--- config.mk ---
export PLATFORM = sky130hd
export DESIGN_NAME = srff_bank_arbiter_flat
export DESIGN_NICKNAME = d
export VERILOG_FILES = /design/src/rtl/srff_bank_arbiter_if.sv /design/src/rtl/srff_bank_arbiter.sv /design/src/flat_wrapper.sv
export SDC_FILE = /design/constraint.sdc
export NUM_CORES = 1
export LEC_CHECK = 0
export BUFFER_PORTS_ARGS = -buffer_cell sky130_fd_sc_hd__buf_2
export CORE_AREA = 2 2 63 59
export CTS_CLUSTER_DIAMETER = 80
export DETAILED_ROUTE_END_ITERATION = 6
export DIE_AREA = 0 0 65 61
export PLACE_DENSITY = 0.72
export RECOVER_POWER = 100
export SETUP_SLACK_MARGIN = 0.15
export SLEW_MARGIN = 10
export SYNTH_ARGS = -nofsm -noshare
export SYNTH_HDL_FRONTEND = slang
export SYNTH_SLANG_ARGS = --single-unit
--- constraint.sdc ---
create_clock -name clk -period 4.4 [get_ports clk]
set_input_delay 0.88 -clock clk [delete_from_list [all_inputs] [get_ports clk]]
set_output_delay 0.88 -clock clk [all_outputs]
set_load 0.01 [all_outputs]
--- src/rtl/srff_bank_arbiter_if.sv ---
// Requester handshake and SR-bank drive/readback bundle for srff_bank_arbiter.
// master = requesters plus bank side, slave = the arbiter.
interface srff_bank_arbiter_if #(
    parameter int NREQ   = 4,
    parameter int NFLAGS = 8,
    parameter int IDXW   = 3
);
    logic [NREQ-1:0]      req;
    logic [NREQ-1:0]      req_set;
    logic [NREQ*IDXW-1:0] req_idx;
    logic [NREQ-1:0]      gnt;
    logic                 done;
    logic                 err;
    logic [NFLAGS-1:0]    s_out;
    logic [NFLAGS-1:0]    r_out;
    logic [NFLAGS-1:0]    q_in;

    modport master (
        output req, req_set, req_idx, q_in,
        input  gnt, done, err, s_out, r_out
    );

    modport slave (
        input  req, req_set, req_idx, q_in,
        output gnt, done, err, s_out, r_out
    );
endinterface

--- src/rtl/srff_bank_arbiter.sv ---
// Round-robin arbiter/sequencer sharing a bank of SR flip-flops between requesters.
// Define SRFF_ARB_READBACK_EN to enable q readback checking with timeout.

// One lane per flag: registers the single-cycle s or r pulse for its own flag.
module srff_bank_arbiter_lane #(
    parameter int IDXW = 3,
    parameter int LANE = 0
) (
    input  logic            clk,
    input  logic            rst_n,
    input  logic            i_fire,
    input  logic            i_set,
    input  logic [IDXW-1:0] i_idx,
    output logic            o_s,
    output logic            o_r
);
    localparam logic [IDXW-1:0] LIDX = IDXW'(LANE);

    logic w_sel;
    logic r_s;
    logic r_r;

    assign w_sel = i_fire && (i_idx == LIDX);

    always_ff @(posedge clk or negedge rst_n) begin
        if (!rst_n) begin
            r_s <= 1'b0;
            r_r <= 1'b0;
        end else begin
            r_s <= w_sel & i_set;
            r_r <= w_sel & ~i_set;
        end
    end

    assign o_s = r_s;
    assign o_r = r_r;
endmodule

module srff_bank_arbiter #(
    parameter int NREQ    = 4,
    parameter int NFLAGS  = 8,
    parameter int IDXW    = 3,
    parameter int TIMEOUT = 4
) (
    input logic              clk,
    input logic              rst_n,
    srff_bank_arbiter_if.slave bus
);
    localparam int PW = (NREQ > 1) ? $clog2(NREQ) : 1;
    localparam logic [NREQ-1:0] GNT_ONE = NREQ'(1);

`ifdef SRFF_ARB_READBACK_EN
    localparam int CW = (TIMEOUT > 1) ? $clog2(TIMEOUT) : 1;
    typedef enum logic [1:0] {
        IDLE  = 2'd0,
        DRIVE = 2'd1,
        CHECK = 2'd2,
        DONE  = 2'd3
    } state_t;
`else
    typedef enum logic [1:0] {
        IDLE  = 2'd0,
        DRIVE = 2'd1,
        DONE  = 2'd3
    } state_t;
`endif

    state_t            r_state;
    logic [PW-1:0]     r_ptr;
    logic [NREQ-1:0]   r_gnt;
    logic              r_done;
    logic              r_err;

    logic              w_found;
    logic [PW-1:0]     w_win;
    logic [PW-1:0]     w_nxt_ptr;
    logic              w_set;
    logic [IDXW-1:0]   w_idx;
    logic              w_inrng;
    logic              w_fire;
    logic [NFLAGS-1:0] w_s;
    logic [NFLAGS-1:0] w_r;

`ifdef SRFF_ARB_READBACK_EN
    logic [CW-1:0]        r_cnt;
    logic                 r_set;
    logic [IDXW-1:0]      r_idx;
    logic [2**IDXW-1:0]   w_q_pad;
    logic                 w_hit;

    // Pad q so an IDXW-wide index is always a legal select.
    always_comb begin
        w_q_pad             = '0;
        w_q_pad[NFLAGS-1:0] = bus.q_in;
    end
    assign w_hit = w_q_pad[r_idx];
`endif

    // Scan downward so the last hit, i.e. the nearest at/after the pointer, wins.
    always_comb begin
        w_found = 1'b0;
        w_win   = '0;
        for (int k = NREQ - 1; k >= 0; k--) begin
            if (bus.req[(int'(r_ptr) + k) % NREQ]) begin
                w_found = 1'b1;
                w_win   = PW'((int'(r_ptr) + k) % NREQ);
            end
        end
    end

    assign w_set     = bus.req_set[w_win];
    assign w_idx     = bus.req_idx[int'(w_win)*IDXW +: IDXW];
    assign w_inrng   = int'(w_idx) < NFLAGS;
    assign w_nxt_ptr = (w_win == PW'(NREQ - 1)) ? '0 : w_win + 1'b1;
    assign w_fire    = (r_state == IDLE) && w_found && w_inrng;

    for (genvar f = 0; f < NFLAGS; f++) begin : g_lane
        srff_bank_arbiter_lane #(
            .IDXW (IDXW),
            .LANE (f)
        ) u_lane (
            .clk    (clk),
            .rst_n  (rst_n),
            .i_fire (w_fire),
            .i_set  (w_set),
            .i_idx  (w_idx),
            .o_s    (w_s[f]),
            .o_r    (w_r[f])
        );
    end

    always_ff @(posedge clk or negedge rst_n) begin
        if (!rst_n) begin
            r_state <= IDLE;
            r_ptr   <= '0;
            r_gnt   <= '0;
            r_done  <= 1'b0;
            r_err   <= 1'b0;
`ifdef SRFF_ARB_READBACK_EN
            r_cnt   <= '0;
            r_set   <= 1'b0;
            r_idx   <= '0;
`endif
        end else begin
            case (r_state)
                IDLE: begin
                    if (w_found) begin
                        r_gnt <= GNT_ONE << w_win;
                        r_ptr <= w_nxt_ptr;
`ifdef SRFF_ARB_READBACK_EN
                        r_set <= w_set;
                        r_idx <= w_idx;
`endif
                        if (w_inrng) begin
                            r_state <= DRIVE;
                        end else begin
                            // Nothing is driven for a bad index; finish immediately.
                            r_state <= DONE;
                            r_done  <= 1'b1;
                            r_err   <= 1'b1;
                        end
                    end
                end
                DRIVE: begin
`ifdef SRFF_ARB_READBACK_EN
                    r_state <= CHECK;
                    r_cnt   <= '0;
`else
                    r_state <= DONE;
                    r_done  <= 1'b1;
                    r_err   <= 1'b0;
`endif
                end
`ifdef SRFF_ARB_READBACK_EN
                CHECK: begin
                    if (w_hit == r_set) begin
                        r_state <= DONE;
                        r_done  <= 1'b1;
                        r_err   <= 1'b0;
                    end else if (r_cnt == CW'(TIMEOUT - 1)) begin
                        r_state <= DONE;
                        r_done  <= 1'b1;
                        r_err   <= 1'b1;
                    end else begin
                        r_cnt <= r_cnt + 1'b1;
                    end
                end
`endif
                DONE: begin
                    r_state <= IDLE;
                    r_gnt   <= '0;
                    r_done  <= 1'b0;
                    r_err   <= 1'b0;
                end
                default: r_state <= IDLE;
            endcase
        end
    end

    assign bus.gnt   = r_gnt;
    assign bus.done  = r_done;
    assign bus.err   = r_err;
    assign bus.s_out = w_s;
    assign bus.r_out = w_r;
endmodule

--- src/flat_wrapper.sv ---
// flat-port wrapper written by rule: the top's interface ports become plain ports
module srff_bank_arbiter_flat 
#(
    parameter int NREQ    = 4,
    parameter int NFLAGS  = 8,
    parameter int IDXW    = 3,
    parameter int TIMEOUT = 4
)
  (clk, rst_n, bus_req, bus_req_set, bus_req_idx, bus_q_in, bus_gnt, bus_done, bus_err, bus_s_out, bus_r_out);
  srff_bank_arbiter_if #(.NREQ(NREQ), .NFLAGS(NFLAGS), .IDXW(IDXW)) bus_i ();
  input logic clk;
  input logic rst_n;
  input wire logic [$bits(bus_i.req)-1:0] bus_req;
  input wire logic [$bits(bus_i.req_set)-1:0] bus_req_set;
  input wire logic [$bits(bus_i.req_idx)-1:0] bus_req_idx;
  input wire logic [$bits(bus_i.q_in)-1:0] bus_q_in;
  output wire logic [$bits(bus_i.gnt)-1:0] bus_gnt;
  output wire logic [$bits(bus_i.done)-1:0] bus_done;
  output wire logic [$bits(bus_i.err)-1:0] bus_err;
  output wire logic [$bits(bus_i.s_out)-1:0] bus_s_out;
  output wire logic [$bits(bus_i.r_out)-1:0] bus_r_out;
  assign bus_i.req = bus_req;
  assign bus_i.req_set = bus_req_set;
  assign bus_i.req_idx = bus_req_idx;
  assign bus_i.q_in = bus_q_in;
  assign bus_gnt = bus_i.gnt;
  assign bus_done = bus_i.done;
  assign bus_err = bus_i.err;
  assign bus_s_out = bus_i.s_out;
  assign bus_r_out = bus_i.r_out;
  srff_bank_arbiter #(.NREQ(NREQ), .NFLAGS(NFLAGS), .IDXW(IDXW), .TIMEOUT(TIMEOUT)) u_core (.clk(clk), .rst_n(rst_n), .bus(bus_i));
endmodule
# After elaboration in Yosys (flattened, before gate mapping)
# Index checks and enable logic that the tools add are counted.
[op_classes]
n_addsub = 4
multipliers = 1
div_mod_pow = 0
n_lt_le_gt_ge = 5
n_eq_ne = 11
shift = 2
mux = 27
bitwise_logic = 20
reduce_logical = 18
[op_table]
columns = ["op", "n"]
rows = [
  ["variable part select 12 x 32 -> 3 bit", 1],
  ["AND 1 bit", 16],
  ["== test 3 bit (second input constant)", 4],
  ["< comparator 3 x 4 -> 1 bit (second input constant)", 3],
  ["two-way mux 1 bit", 12],
  ["two-way mux 2 bit", 6],
  ["binary-select mux 1 bit (select 2 bit)", 5],
  ["logical AND 1 bit", 9],
  ["one-hot mux 4 bit (2 select lines)", 1],
  ["== test 3 x 2 -> 1 bit (second input constant)", 2],
  ["< comparator 2 x 3 -> 1 bit (second input constant)", 2],
  ["OR reduction 2 bit", 3],
  ["adder 2 x 1 -> 2 bit (second input constant)", 2],
  ["adder 2 bit (second input constant)", 2],
  ["== test 2 bit (second input constant)", 2],
  ["multiplier 2 x 2 -> 4 bit (second input constant)", 1],
  ["two-way mux 4 bit", 1],
  ["one-hot mux 2 bit (2 select lines)", 1],
  ["AND reduction 2 bit", 2],
  ["nonzero test 2 bit", 2],
  ["left shift 1 x 2 -> 4 bit (first input constant)", 1],
  ["AND 1 bit (first input constant)", 3],
  ["== test 3 x 1 -> 1 bit (second input constant)", 1],
  ["zero test 3 bit", 1],
  ["5 further kinds", 5],
]
[word_totals]
ff_bits = 25
latchBits = 0
mem_bits_rw = 0
romBits = 0
inputBits = 30
output_inout_bits = 22
mem_count = 0

# Depth between registers and ports, before layout
# Gate-level depths: netlist of run 1.
[depth]
ltp_word = 15
ltp_mapped = 9
mapped_depth_nobuf = 8

# Cells and area by module
# From an unflattened synthesis of run 1, not the netlist that was laid out.
[hier_totals]
cells_unflattened = 102
hier_area_um2 = 1213.7
[by_module_without_submodules]
columns = ["mod", "instances", "cells_each", "area_per_inst_um2"]
rows = [
  ["srff_bank_arbiter", 1, 61, 591.8],
  ["srff_bank_arbiter_lane at u_core.g_lane[1].u_lane ...", 3, 5, 77.6],
  ["srff_bank_arbiter_lane at u_core.g_lane[5].u_lane ...", 2, 5, 82.6],
  ["srff_bank_arbiter_lane at u_core.g_lane[3].u_lane", 1, 5, 81.3],
  ["srff_bank_arbiter_lane at u_core.g_lane[0].u_lane", 1, 5, 75.1],
  ["srff_bank_arbiter_lane at u_core.g_lane[7].u_lane", 1, 6, 67.6],
]

# Worst setup path before layout of run 1
# OpenSTA, ideal clock, no wires.
[synth_path]
path_kind = "input-to-reg"
startpoint = "in bus_req[0]"
endpoint = "reg u_core.g_lane[0].u_lane.r_r"
setup_ps = 120
arrival_ps = 2404
required_time_ps = 4280
path_slack_ps = 1877
cell_stages = 7
path_buffers = 0
path_cell_list = "nor2b_1 -> or4_4 -> nand2_4 -> inv_6 -> mux2i_4 -> mux2_4 -> and3_1"
[synth_via]
elab_chain_len = 12
elab_cells_between_ends = 28
[synth_rtl]
columns = ["element", "line", "source"]
rows = [
  ["start, declared", "flat_wrapper.sv:13", "input wire logic [$bits(bus_i.req)-1:0] bus_req;"],
  ["binary-select mux 1 bit (select 2 bit)", "srff_bank_arbiter.sv:104", "if (bus.req[(int'(r_ptr) + k) % NREQ]) begin"],
  ["two-way mux 1 bit (implied by the code) (2 in series)", "srff_bank_arbiter.sv:104", ""],
  ["two-way mux 2 bit (4 in series)", "srff_bank_arbiter.sv:104", ""],
  ["multiplier 2 x 2 -> 4 bit", "srff_bank_arbiter.sv:112", "assign w_idx = bus.req_idx[int'(w_win)*IDXW +: IDXW];"],
  ["variable part select 12 x 32 -> 3 bit", "srff_bank_arbiter.sv:112", ""],
  ["zero test 3 bit", "srff_bank_arbiter.sv:23", "assign w_sel = i_fire && (i_idx == LIDX);"],
  ["logical AND 1 bit", "srff_bank_arbiter.sv:23", ""],
  ["AND 1 bit (*)", "srff_bank_arbiter.sv:31", "r_r <= w_sel & ~i_set;"],
  ["end signal, assigned", "srff_bank_arbiter.sv:31", ""],
  ["end, declared", "srff_bank_arbiter.sv:21", "logic r_r;"],
]
# Mark *: on every way between the ends. The rest lies on a longest branch, timed or not. The select of a mux whose other input is x is not followed.
# A chain may end at the register's enable or synchronous reset.

# Worst setup path in the final report of run 1
[layout_path]
startpoint = "in bus_req[0]"
endpoint = "reg u_core.g_lane[0].u_lane.r_s"
[layout_via]
elab_chain_len = 12
elab_cells_between_ends = 27
[layout_rtl]
columns = ["element", "line", "source"]
rows = [
  ["binary-select mux 1 bit (select 2 bit)", "srff_bank_arbiter.sv:104", ""],
  ["two-way mux 1 bit (implied by the code) (2 in series)", "srff_bank_arbiter.sv:104", ""],
  ["two-way mux 2 bit (4 in series)", "srff_bank_arbiter.sv:104", ""],
  ["multiplier 2 x 2 -> 4 bit", "srff_bank_arbiter.sv:112", ""],
  ["variable part select 12 x 32 -> 3 bit", "srff_bank_arbiter.sv:112", ""],
  ["zero test 3 bit", "srff_bank_arbiter.sv:23", ""],
  ["logical AND 1 bit", "srff_bank_arbiter.sv:23", ""],
  ["AND 1 bit (*)", "srff_bank_arbiter.sv:30", "r_s <= w_sel & i_set;"],
  ["end signal, assigned", "srff_bank_arbiter.sv:30", ""],
  ["end, declared", "srff_bank_arbiter.sv:20", "logic r_s;"],
]
# Marked as above.

==> PnR_summary.wiki, run 1 <==
{| class="wikitable"
! Metric !! Value
|-
| Run status || completed
|-
| Hold Worst Slack || 0.4848 ns
|-
| Number of global-route vias before repair || 1003
|-
| Worst setup slack after layout || 1.085 ns
|-
| Part of the cycle the worst path needs || 75.33%
|-
| Routed met1 length || 1.106 mm
|-
| Reg area || 625.6 um^2
|-
| Proportion of netlist area held by the largest area contributor || 43.14%
|-
| Startpoint of the most critical register-to-register path || u_core.r_ptr[1]
|-
| Initial standard-cell utilization of the core || 44.24%
|-
| Layout filler cell count || 327
|-
| Accumulated negative setup slack || 0 ns
|-
| Largest cells by area after synthesis || sky130_fd_sc_hd__dfrtp_1 43%, sky130_fd_sc_hd__buf_4 9.3%, sky130_fd_sc_hd__mux2i_4 6.2%
|-
| Sort of element at the end of the critical path || register
|-
| Worst EP required || 4.60 ns
|-
| Yosys reg bits || 25
|-
| Final Instance Area || 0.001549 mm^2
|-
| Wirelength per Cell || 12.88 um
|-
| Cell Area, Placed || 0.001573 mm^2
|-
| Share of layout cells above drive strength 1 || 19.25%
|-
| Psw || 0.3341 mW
|-
| Met3 WL || 162 um
|-
| Dominant cell type by area after synthesis || sky130_fd_sc_hd__dfrtp_1
|-
| Reg2reg setup slack || 1.48 ns
|-
| Data arrival at the endpoint of the critical path || 3.52 ns
|-
| Maximum fanout count along the critical path || 8
|-
| Achievable clock frequency || 0.3017 GHz
|-
| Cell Count Post-Placement || 201
|-
| Utilization of the core after routing || 47.25%
|-
| Critical Path Max Stage Delay || 0.59 ns
|-
| Mean instance size in the synthesized netlist || 10.74 um^2
|-
| Total met2 wirelength after detailed routing || 1.361 mm
|-
| Pin count of the biggest net entering global routing || 26
|-
| RD Place Congestion || 0.7791
|-
| Clock Path Buffers || 2
|-
| Nature of the critical path startpoint || input pin
|-
| Standby leakage power || 0.7021 nW
|-
| Avg Vias per Cell || 5.102
|-
| First-pass GRT wire length || 4.374 mm
|-
| Cell depth of the worst flop-to-flop path || 6
|-
| Part of the power in registers || 39.6%
|-
| Final net count || 196
|-
| Unrepaired setup endpoints after global routing || false
|-
| Launching instance or port of the critical path || bus_req[0]
|-
| Detailed-route via count || 1046
|-
| Final Skew || 0.003279 ns
|-
| P_int || 0.4887 mW
|-
| Fraction of the yosys area taken by sequential cells || 43.14%
|-
| Overall Global Routing Usage || 14.51%
|-
| Slew at the pin closest to its max-slew limit || 1.223 ns
|-
| Share of flip-flops with an asynchronous set or reset after synthesis || 100.0%
|-
| # diodes || 0
|-
| DRC errors left || 0
|-
| Most frequent cells after synthesis || 25 x sky130_fd_sc_hd__dfrtp_1, 18 x sky130_fd_sc_hd__buf_4, 13 x sky130_fd_sc_hd__nor3_1, 8 x sky130_fd_sc_hd__o21ai_0, 6 x sky130_fd_sc_hd__nand3_1
|-
| Series of cell instances along the critical path || buf_2, nor2b_1, or4_1, nand2_1, clkinvlp_2, mux2i_4, mux2i_1, and3_1
|-
| Standard-cell rows || 20
|-
| Die extent in y || 61 um
|-
| Number of top-level design ports || 52
|-
| Count of cell types in the netlist || 40
|-
| Final std cells w/o fill || 205
|-
| Worst voltage drop across the vdd grid || 0.2720 mV
|-
| Synthesized instance count || 135
|-
| H-Tree Depth || 1
|-
| Placeable core area || 0.003278 mm^2
|-
| Number of input and output port buffers inserted || 42
|-
| Number of post-CTS setup repair buffers || 0
|-
| Comb power frac || 44.6%
|-
| Synthesis-to-layout area growth || 6.817%
|-
| Horizontal die dimension || 65 um
|-
| Power after layout || 0.8228 mW
|-
| Cell with the most instances after synthesis || sky130_fd_sc_hd__dfrtp_1
|-
| Number of buffers created by CTS || 3
|-
| Clock root buffer || sky130_fd_sc_hd__clkbuf_8
|-
| Critical path's slowest cell || sky130_fd_sc_hd__or4_1
|-
| Clock Pin Slew Worst Setup and Hold Paths || 0.08 ns
|-
| Total power density per cell area || 531.2 mW/mm^2
|-
| Relative max-transition margin || 18.44%
|-
| Starting DRC count in detailed routing || 19
|-
| Clk network pwr share || 15.8%
|-
| Resized cells post-CTS || 0
|-
| Mapped Nets || 169
|-
| Startpoint-to-endpoint class of the critical path || input pin to register
|-
| Cell depth of the worst hold path || 1
|-
| Remaining antenna violation count || 0
|-
| Count of TritonRoute iterations in the first routing pass || 5
|-
| Post-place setup slack || 1.615 ns
|-
| YS warnings || 0
|-
| Path category of the worst min-delay check || register to register
|-
| Clock latency on the worst-skew pair || 0.26 ns
|-
| Commonest register cell after synthesis || sky130_fd_sc_hd__dfrtp_1
|-
| Number of hold buffers added after CTS || 0
|-
| Crit path to || u_core.g_lane[0].u_lane.o_s
|-
| Number of sinks driven by the clock tree || 25
|-
| Switching portion of total power || 40.61%
|-
| Final Critical Period || 3.315 ns
|-
| Count of endpoints failing hold in the final timing report || 0
|-
| Netlist area before placement || 0.001450 mm^2
|-
| Highest metal layer used by the detailed router || met4
|-
| Reg2reg end || u_core.g_lane[0].u_lane.o_s
|-
| Number of antenna violations at the first check in global routing || 0
|-
| HPWL Detailed || 2.130 mm
|-
| EDFF count, synth || 0
|-
| Max capacitance violation total || 0
|-
| Area taken by multi-input logic gates || 625.6 um^2
|-
| Final setup violation count || 0
|-
| Pins over their slew limit || 0
|-
| Die area || 0.003965 mm^2
|-
| DRT Wirelength || 2.640 mm
|-
| CTS tree || done
|-
| Grt total ovfl || 0
|}
[how the worst min path moves through the flow]
stage,endpoint,slack [ns],from
final,u_core.bus.done,0.48,u_core.bus.done
after CTS,u_core.bus.done,0.49,u_core.bus.done
after global routing,u_core.bus.done,0.51,u_core.bus.done
after global placement,u_core.bus.done,0.46,u_core.bus.done
after floorplan,u_core.bus.done,0.52,u_core.bus.done
after detailed placement,u_core.bus.done,0.47,u_core.bus.done
[state kept, by name (all words and copies together) (netlist names)]
signal and count:
u_core.g_lane.u_lane.o_r 8, u_core.g_lane.u_lane.o_s 8, u_core.bus.gnt 4, u_core.r_ptr 2, u_core.r_state 2, u_core.bus.done 1
[cell type report]
type	instances	share of cell area, %
timing repair buffer	42	11.71
clock buffer	3	2.666
inverter	3	0.8078
clock inverter	1	0.4847
multi-input combinational	87	40.39
sequential	25	40.39
tap	44	3.554
[cells in the final DEF, fill, tap and decap left out, drive strengths merged, types with 2 or more instances in the layout]
cell      count
nor3b         2
o211ai        2
a21o          2
a211oi        2
clkinvlp      2
dfrtp        25
and3          4
nand3         6
mux2i         6
nor4          2
nor3         13
and4          2
mux2          3
a22oi         2
buf          19
ha            4
clkbuf       26
nand2         5
nor2          6
inv           2
a21oi         4
o21ai         8
nor2b         2
[power by group through the flow]
stage	logic, mW	clock network (mW)	registers (mW)
3_3_place_gp	0.394	0	0.327
6_report	0.367	0.130	0.326
2_1_floorplan	0.342	0	0.313
4_1_cts	0.407	0.135	0.325
3_5_place_dp	0.408	0	0.330
5_1_grt	0.412	0.144	0.335
[cell families (layout without fill, tap and decap cells)]
family	after synthesis	in the layout	synth area share [%]
AO/OA/AOI/OAI	25	25	11.13
adder cells (fa/ha/maj)	4	4	3.451
buffers and inverters	23	49	10.96
flip-flops	25	25	43.14
multiplexers	9	9	10.96
other	1	1	0.2586
AND/OR/NAND/NOR	48	48	20.10
[per-layer routing]
metal	track usage, %	vias up
li1	-	519
met1	16.29	496
met5	0	-
met3	3.340	2
met4	3.040	0
met2	28.42	29
[critical path, delay by kind of cell]
family | cells | cell delay, ns
buf+inv | 2 | 0.59
mux | 2 | 0.87
simple gates | 4 | 1.17
(Power assumes the default switching activity.)
==> inputs of run 2 (changes only) <==
Settings changed: CORE_AREA 2 2 63 59 to 2 2 64 60, DIE_AREA 0 0 65 61 to 0 0 66 62, PLACE_DENSITY 0.72 to 0.73.
Clock period 4.4 ns to 3 ns, I/O delays scaled along.
==> run 2 against run 1 <==
Utilization decreased by 3.0 points. Final cell count increased by 2.0%. Clock power grew 50%. Hold slack got worse by 0.0021 ns. Flip-flop and latch count unchanged. Via count rose by 1.6%. Largest power group unchanged.
==> PnR_summary.wiki, run 2 (same netlist as run 1, synthesis figures left out) <==
{| class="wikitable"
! Metric !! Value
|-
| Die area || 0.004092 mm^2 (+3.2%)
|-
| Cell Count Post-Placement || 205 (+2.0%)
|-
| Detailed-route via count || 1063 (+1.6%)
|-
| RD Place Congestion || 0.7948 (+2.0%)
|-
| Clock Path Buffers || 2 (unchanged)
|-
| Total power density per cell area || 781.4 mW/mm^2 (+47%)
|-
| Number of global-route vias before repair || 981 (-2.2%)
|-
| Clock Pin Slew Worst Setup and Hold Paths || 0.08 ns (about the same)
|-
| CTS tree || done
|-
| Path category of the worst min-delay check || register to register
|-
| Sort of element at the end of the critical path || register
|-
| Final Skew || 0.003220 ns (-0.00005918 ns)
|-
| Clock root buffer || sky130_fd_sc_hd__clkbuf_8
|-
| Commonest non-fill, non-tap cell in the layout || sky130_fd_sc_hd__dfrtp_1
|-
| Count of TritonRoute iterations in the first routing pass || 4 (-1)
|-
| Standard-cell rows || 21 (+5.0%)
|-
| Worst EP required || 3.21 ns (-1.39 ns)
|-
| Resized cells post-CTS || 0 (unchanged)
|-
| DRT Wirelength || 2.710 mm (+2.7%)
|-
| Wirelength per Cell || 12.97 um (+0.69%)
|-
| Avg Vias per Cell || 5.086 (-0.32%)
|-
| Data arrival at the endpoint of the critical path || 2.72 ns (-0.80 ns)
|-
| Slew at the pin closest to its max-slew limit || 1.245 ns (+0.02124 ns)
|-
| Number of buffers created by CTS || 3 (unchanged)
|-
| Overall Global Routing Usage || 13.85% (-0.66 points)
|-
| Standby leakage power || 0.7134 nW (+1.6%)
|-
| Part of the cycle the worst path needs || 83.68%
|-
| Number of top-level design ports || 52 (unchanged)
|-
| HPWL Detailed || 2.187 mm (+2.7%)
|-
| Final std cells w/o fill || 209 (+2.0%)
|-
| Number of post-CTS setup repair buffers || 0 (unchanged)
|-
| Final Critical Period || 2.510 ns
|-
| Final setup violation count || 0 (unchanged)
|-
| Count of endpoints failing hold in the final timing report || 0 (unchanged)
|-
| Nature of the critical path startpoint || input pin
|-
| Pins over their slew limit || 0 (unchanged)
|-
| Share of layout cells above drive strength 1 || 19.63% (+0.38 points)
|-
| Startpoint-to-endpoint class of the critical path || input pin to register
|-
| DRC errors left || 0 (unchanged)
|-
| Number of input and output port buffers inserted || 42 (unchanged)
|-
| Maximum fanout count along the critical path || 8 (unchanged)
|-
| First-pass GRT wire length || 4.298 mm (-1.7%)
|-
| Horizontal die dimension || 66 um (+1.5%)
|-
| # diodes || 0 (unchanged)
|-
| Unrepaired setup endpoints after global routing || false
|-
| Relative max-transition margin || 17.03% (-1.4 points)
|-
| Worst voltage drop across the vdd grid || 0.2378 mV (-13%)
|-
| Number of antenna violations at the first check in global routing || 0 (unchanged)
|-
| H-Tree Depth || 1 (unchanged)
|-
| Initial standard-cell utilization of the core || 41.19% (-3.0 points)
|-
| Power after layout || 1.216 mW (+48%)
|-
| Max capacitance violation total || 0 (unchanged)
|-
| Final net count || 198 (+1.0%)
|-
| Number of hold buffers added after CTS || 0 (unchanged)
|-
| Placeable core area || 0.003521 mm^2 (+7.4%)
|-
| Number of sinks driven by the clock tree || 25 (unchanged)
|-
| Synthesis-to-layout area growth || 7.334%
|-
| Achievable clock frequency || 0.3983 GHz
|-
| Clock latency on the worst-skew pair || 0.26 ns (about the same)
|-
| Accumulated negative setup slack || 0 ns (unchanged)
|-
| Remaining antenna violation count || 0 (unchanged)
|-
| Run status || completed
|-
| Pin count of the biggest net entering global routing || 26 (unchanged)
|-
| Starting DRC count in detailed routing || 20 (+1)
|-
| Die extent in y || 62 um (+1.6%)
|-
| Grt total ovfl || 0 (unchanged)
|-
| Utilization of the core after routing || 44.21% (-3.0 points)
|-
| Most frequent cells in the layout || 25 x sky130_fd_sc_hd__dfrtp_1, 24 x sky130_fd_sc_hd__clkbuf_1, 19 x sky130_fd_sc_hd__buf_2
|}
-- run 2: area by class of cell --
| cell class | count | area, um^2 |
|---|---|---|
| repair buffers | 44 | 192.7 |
| clock buffers | 3 | 41.29 |
| flip-flops and latches | 25 | 625.6 |
| inverters | 3 | 16.27 |
| multi-input cells | 87 | 615.6 |
| fillers | 364 | 1964 |
| clock inverters | 1 | 7.507 |
| well taps | 46 | 57.56 |
-- run 2: stage by stage --
| stage | worst slack [ns] | cell area (um^2) | hold slack (ns) |
|---|---|---|---|
| after floorplan | 0.7567 | 1450 | 0.3044 |
| after global placement | 0.5623 | 1590 | 0.4566 |
| after detailed placement | 0.5096 | 1590 | 0.4636 |
| after CTS | 0.7846 | 1639 | 0.3127 |
| after global routing | 0.3609 | 1556 | 0.5246 |
| final | 0.4896 | 1556 | 0.4827 |
-- run 2: per-layer routing --
metal	wire, um	track usage, %
met5	0	0
met4	51	6.997
met3	175	1.982
met2	1271	23.81
met1	1212	17.45
-- run 2: path summary, 6_finish.rpt --
path                                       from                     endpoint  slack, ns  cells after the start
worst max-delay path                 bus_req[0]  u_core.g_lane[4].u_lane.o_s       0.49                      8
worst min-delay path            u_core.bus.done              u_core.bus.done       0.48                      1
worst max register to register  u_core.r_ptr[1]  u_core.g_lane[4].u_lane.o_s       0.59                      6
worst min register to register  u_core.bus.done              u_core.bus.done       0.48                      1
max in group asynchronous                 rst_n  u_core.g_lane[1].u_lane.o_s       1.69                      1
min in group asynchronous                 rst_n              u_core.bus.done       0.57                      1
-- run 2: where the power goes --
group          total (mW)  leakage [nW]  internal [mW]  switching [mW]
Sequential          0.478         0.334          0.406          0.0720
Clock               0.195        0.0217         0.0939           0.101
Combinational       0.543         0.357          0.219           0.323
-- run 2: worst max-delay path: stages --
cell and delay, ns:
sky130_fd_sc_hd__clkbuf_1 0.10, sky130_fd_sc_hd__nor2b_1 0.16, sky130_fd_sc_hd__or4_1 0.60, sky130_fd_sc_hd__nand2_1 0.26, sky130_fd_sc_hd__inv_6 0.10, sky130_fd_sc_hd__mux2i_1 0.15, sky130_fd_sc_hd__mux2i_1 0.51, sky130_fd_sc_hd__and3_1 0.23
==> inputs of run 3 (changes only) <==
Settings changed: ABC_AREA from default to 1, CORE_AREA 2 2 64 60 to 2 2 67 63, DIE_AREA 0 0 66 62 to 0 0 69 65.
Clock period 3 ns to 2.23 ns, I/O delays scaled along.
==> run 3 against run 2 <==
Final cell count rose by 46%. Combinational power rose to 4.9 times the previous value. Synthesized area rose by 14%. Register-to-register slack got worse by 0.38 ns. Global-route usage rose by 0.19 points. Synthesized cell count rose by 60%. Sequential power rose by 39%. Non-clock buffer count rose by 14. First-iteration DRC count rose to 3.3 times the previous value. Count of clock-buffer cells in the layout did not move. Sequential share of layout area fell by 9.4 points. Critical path type is now register to register. Critical endpoint is now u_core.g_lane[5].u_lane.o_r. Largest cell class is now multi-input combinational cells.
==> PnR_summary.wiki, run 3 <==
{| class="wikitable"
! Metric !! Value
|-
| Largest cells by area after synthesis || sky130_fd_sc_hd__dfrtp_1 38%, sky130_fd_sc_hd__nand2_1 9.8%, sky130_fd_sc_hd__nand3_1 9.7%
|-
| Path category of the worst min-delay check || input pin to asynchronous set/reset pin
|-
| HPWL Detailed || 2.266 mm (+3.6%)
|-
| Netlist area before placement || 0.001654 mm^2 (+14%)
|-
| Part of the cycle the worst path needs || 90.59%
|-
| Reg2reg end || u_core.g_lane[5].u_lane.o_r
|-
| First-pass GRT wire length || 5.223 mm (+22%)
|-
| Yosys reg bits || 25 (unchanged)
|-
| Commonest non-fill, non-tap cell in the layout || sky130_fd_sc_hd__nand2_1
|-
| Relative max-transition margin || 16.80% (-0.23 points)
|-
| Final setup violation count || 0 (unchanged)
|-
| Number of top-level design ports || 52 (unchanged)
|-
| Launching instance or port of the critical path || u_core.r_ptr[0]
|-
| Number of antenna violations at the first check in global routing || 0 (unchanged)
|-
| Layout filler cell count || 382 (+4.9%)
|-
| Cell Area, Placed || 0.001824 mm^2 (+15%)
|-
| H-Tree Depth || 1 (unchanged)
|-
| Overall Global Routing Usage || 14.04% (+0.19 points)
|-
| Most frequent cells after synthesis || 43 x sky130_fd_sc_hd__nand2_1, 32 x sky130_fd_sc_hd__nand3_1, 28 x sky130_fd_sc_hd__inv_1, 25 x sky130_fd_sc_hd__dfrtp_1, 24 x sky130_fd_sc_hd__nor2_1
|-
| Proportion of netlist area held by the largest area contributor || 37.82% (-5.3 points)
|-
| Hold Worst Slack || 0.4233 ns (-0.05938 ns)
|-
| Run status || completed
|-
| Share of cell area taken by muxes after synthesis || 0% (-11 points)
|-
| Cell with the most instances after synthesis || sky130_fd_sc_hd__nand2_1
|-
| Final Critical Period || 2.020 ns
|-
| Final std cells w/o fill || 306 (+46%)
|-
| Wirelength per Cell || 10.81 um (-17%)
|-
| Number of buffers created by CTS || 3 (unchanged)
|-
| Utilization of the core after routing || 52.86% (+8.6 points)
|-
| Reg2reg setup slack || 0.21 ns (-0.38 ns)
|-
| Synthesis-to-layout area growth || 23.15%
|-
| Sort of element at the end of the critical path || register
|-
| Cell depth of the worst flop-to-flop path || 15 (+9)
|-
| Placeable core area || 0.003854 mm^2 (+9.5%)
|-
| Clock Path Buffers || 2 (unchanged)
|-
| Starting DRC count in detailed routing || 65 (+230%)
|-
| Clock root buffer || sky130_fd_sc_hd__clkbuf_8
|-
| Count of endpoints failing hold in the final timing report || 0 (unchanged)
|-
| Detailed-route via count || 1432 (+35%)
|-
| Final Instance Area || 0.002037 mm^2 (+31%)
|-
| Cell Count Post-Placement || 293 (+43%)
|-
| Most frequent cells in the layout || 38 x sky130_fd_sc_hd__nand2_1, 29 x sky130_fd_sc_hd__nand3_1, 27 x sky130_fd_sc_hd__inv_1
|-
| Pin count of the biggest net entering global routing || 26 (unchanged)
|-
| Fraction of the yosys area taken by sequential cells || 37.82% (-5.3 points)
|-
| Maximum fanout count along the critical path || 8 (unchanged)
|-
| Number of input and output port buffers inserted || 42 (unchanged)
|-
| Share of flip-flops with an asynchronous set or reset after synthesis || 100.0% (unchanged)
|-
| Arithmetic-cell share of the synthesized area counting full adders, half adders and majority gates || 3.026% (-0.43 points)
|-
| Unrepaired setup endpoints after global routing || true
|-
| Synth Area in Compound Gates || 5.068% (-6.1 points)
|-
| Count of TritonRoute iterations in the first routing pass || 4 (unchanged)
|-
| Max capacitance violation total || 0 (unchanged)
|-
| Remaining antenna violation count || 0 (unchanged)
|-
| Pins over their slew limit || 0 (unchanged)
|-
| Number of hold buffers added after CTS || 0 (unchanged)
|-
| Accumulated negative setup slack || 0 ns (unchanged)
|-
| Avg Vias per Cell || 4.680 (-8.0%)
|-
| Final net count || 293 (+48%)
|-
| Final Skew || 0.003045 ns (-0.0001749 ns)
|-
| Synthesized instance count || 216 (+60%)
|-
| Synthesized-area fraction occupied by and/or/nand/nor cells || 35.70% (+16 points)
|-
| YS warnings || 0 (unchanged)
|-
| Horizontal die dimension || 69 um (+4.5%)
|-
| Share of layout cells above drive strength 1 || 30.62% (+11 points)
|-
| Startpoint-to-endpoint class of the critical path || register to register
|-
| Total power density per cell area || 1751 mW/mm^2 (+120%)
|-
| Mapped Nets || 250 (+48%)
|-
| # diodes || 0 (unchanged)
|-
| Data arrival at the endpoint of the critical path || 2.22 ns (-0.50 ns)
|-
| Clock Pin Slew Worst Setup and Hold Paths || 0.08 ns (about the same)
|-
| Worst voltage drop across the vdd grid || 0.7873 mV (+230%)
|-
| Grt total ovfl || 0 (unchanged)
|-
| Achievable clock frequency || 0.4950 GHz
|-
| Mean instance size in the synthesized netlist || 7.658 um^2 (-29%)
|-
| Standard-cell rows || 22 (+4.8%)
|-
| Die extent in y || 65 um (+4.8%)
|-
| Startpoint of the most critical register-to-register path || u_core.r_ptr[0]
|-
| Worst EP required || 2.43 ns (-0.78 ns)
|-
| Initial standard-cell utilization of the core || 42.92% (+1.7 points)
|-
| Die area || 0.004485 mm^2 (+9.6%)
|-
| Dominant cell type by area after synthesis || sky130_fd_sc_hd__dfrtp_1
|-
| Clock latency on the worst-skew pair || 0.26 ns (about the same)
|-
| Xor/xnor share of the synthesized area || 0% (unchanged)
|-
| Count of cell types in the netlist || 24 (-40%)
|-
| Commonest register cell after synthesis || sky130_fd_sc_hd__dfrtp_1
|-
| Standby leakage power || 1.064 nW (+49%)
|-
| DRC errors left || 0 (unchanged)
|-
| Number of sinks driven by the clock tree || 25 (unchanged)
|-
| EDFF count, synth || 0 (unchanged)
|-
| CTS tree || done
|-
| Number of global-route vias before repair || 1269 (+29%)
|-
| Largest family of logic cells by synthesized area || simple AND/OR/NAND/NOR gates
|-
| Nature of the critical path startpoint || register
|-
| RD Place Congestion || 0.7505 (-5.6%)
|-
| Slew at the pin closest to its max-slew limit || 1.248 ns (+0.003469 ns)
|-
| DRT Wirelength || 3.309 mm (+22%)
|}
## run 3: cell types whose count changed after synthesis, moves of 6 or more
cell	delta
sky130_fd_sc_hd__inv_1	+26
sky130_fd_sc_hd__nor3_1	-13
sky130_fd_sc_hd__nand3_1	+26
sky130_fd_sc_hd__nand2_2	+6
sky130_fd_sc_hd__nand2_1	+39
sky130_fd_sc_hd__nor2_1	+19
## run 3: cells by family after synthesis
| group | count (synthesis) |
|---|---|
| other | 1 |
| and+or+nand+nor | 118 |
| adders and majority gates | 4 |
| buffers and inverters | 54 |
| DFF | 25 |
| AOI/OAI and AO/OA | 14 |
## run 3: stage by stage
| stage | setup WS (ns) | total power, mW |
|---|---|---|
| 5_1_grt | 0.05823 | 3.916 |
| 2_1_floorplan | 0.4728 | 2.357 |
| 6_report | 0.2098 | 3.567 |
| 3_5_place_dp | 0.1995 | 2.785 |
| 3_3_place_gp | 0.2245 | 2.753 |
| 4_1_cts | 0.1632 | 3.051 |
## run 3: cell type report
| cell class | count | area, um^2 | area share, % |
|---|---|---|---|
| Multi-Input combinational cell | 139 | 850.8 | 41.77 |
| Inverter | 32 | 120.1 | 5.897 |
| Clock inverter | 1 | 7.507 | 0.3686 |
| Clock buffer | 3 | 41.29 | 2.027 |
| Timing Repair Buffer | 58 | 330.3 | 16.22 |
| Sequential cell | 25 | 626.9 | 30.77 |
| Tap cell | 48 | 60.06 | 2.948 |
## run 3: worst max-delay path, cell delays in order, from the launching register on
cell and delay [ns]:
sky130_fd_sc_hd__dfrtp_2 0.50, sky130_fd_sc_hd__buf_6 0.15, sky130_fd_sc_hd__nand2_2 0.05, sky130_fd_sc_hd__nand2_1 0.10, sky130_fd_sc_hd__inv_2 0.10, sky130_fd_sc_hd__nand2_4 0.06, sky130_fd_sc_hd__nand3_4 0.10, sky130_fd_sc_hd__nand2_4 0.07
sky130_fd_sc_hd__nand2_8 0.12, sky130_fd_sc_hd__buf_6 0.14, sky130_fd_sc_hd__nand3_1 0.09, sky130_fd_sc_hd__nand3_2 0.09, sky130_fd_sc_hd__nand2_2 0.06, sky130_fd_sc_hd__nor2_1 0.12, sky130_fd_sc_hd__nand2_1 0.09, sky130_fd_sc_hd__nor2_1 0.12
## run 3: power breakdown
group / switching, mW / total [mW] / internal, mW
Sequential: 0.0856 / 0.666 / 0.580
Combinational: 1.63 / 2.64 / 1.01
Clock: 0.135 / 0.261 / 0.126
Total: 1.85 / 3.57 / 1.72
## run 3: what timing repair did
action / 4_1_cts / 5_1_grt
resized for setup: 0 / 31
setup endpoints to repair: 0 / 21
setup buffers: 0 / 7
## run 3: how the worst max path moves through the flow
stage / end / slack, ns / cells after the start
CTS: u_core.g_lane[2].u_lane.o_r / 0.16 / 13
global route: u_core.g_lane[2].u_lane.o_s / 0.06 / 15
finish: u_core.g_lane[5].u_lane.o_r / 0.21 / 15
detailed placement: u_core.g_lane[2].u_lane.o_r / 0.20 / 13
floorplan: u_core.r_ptr[1] / 0.47 / 12
global placement: u_core.g_lane[2].u_lane.o_s / 0.22 / 13
## run 3: per-layer routing
layer | part of all wire, % | GRT usage (%) | up-vias
li1 | - | - | 741
met2 | 48 | 24.88 | 46
met4 | 1.1 | 5.882 | 0
met3 | 5.7 | 1.244 | 4
met1 | 45 | 17.63 | 641
met5 | 0 | 0 | -
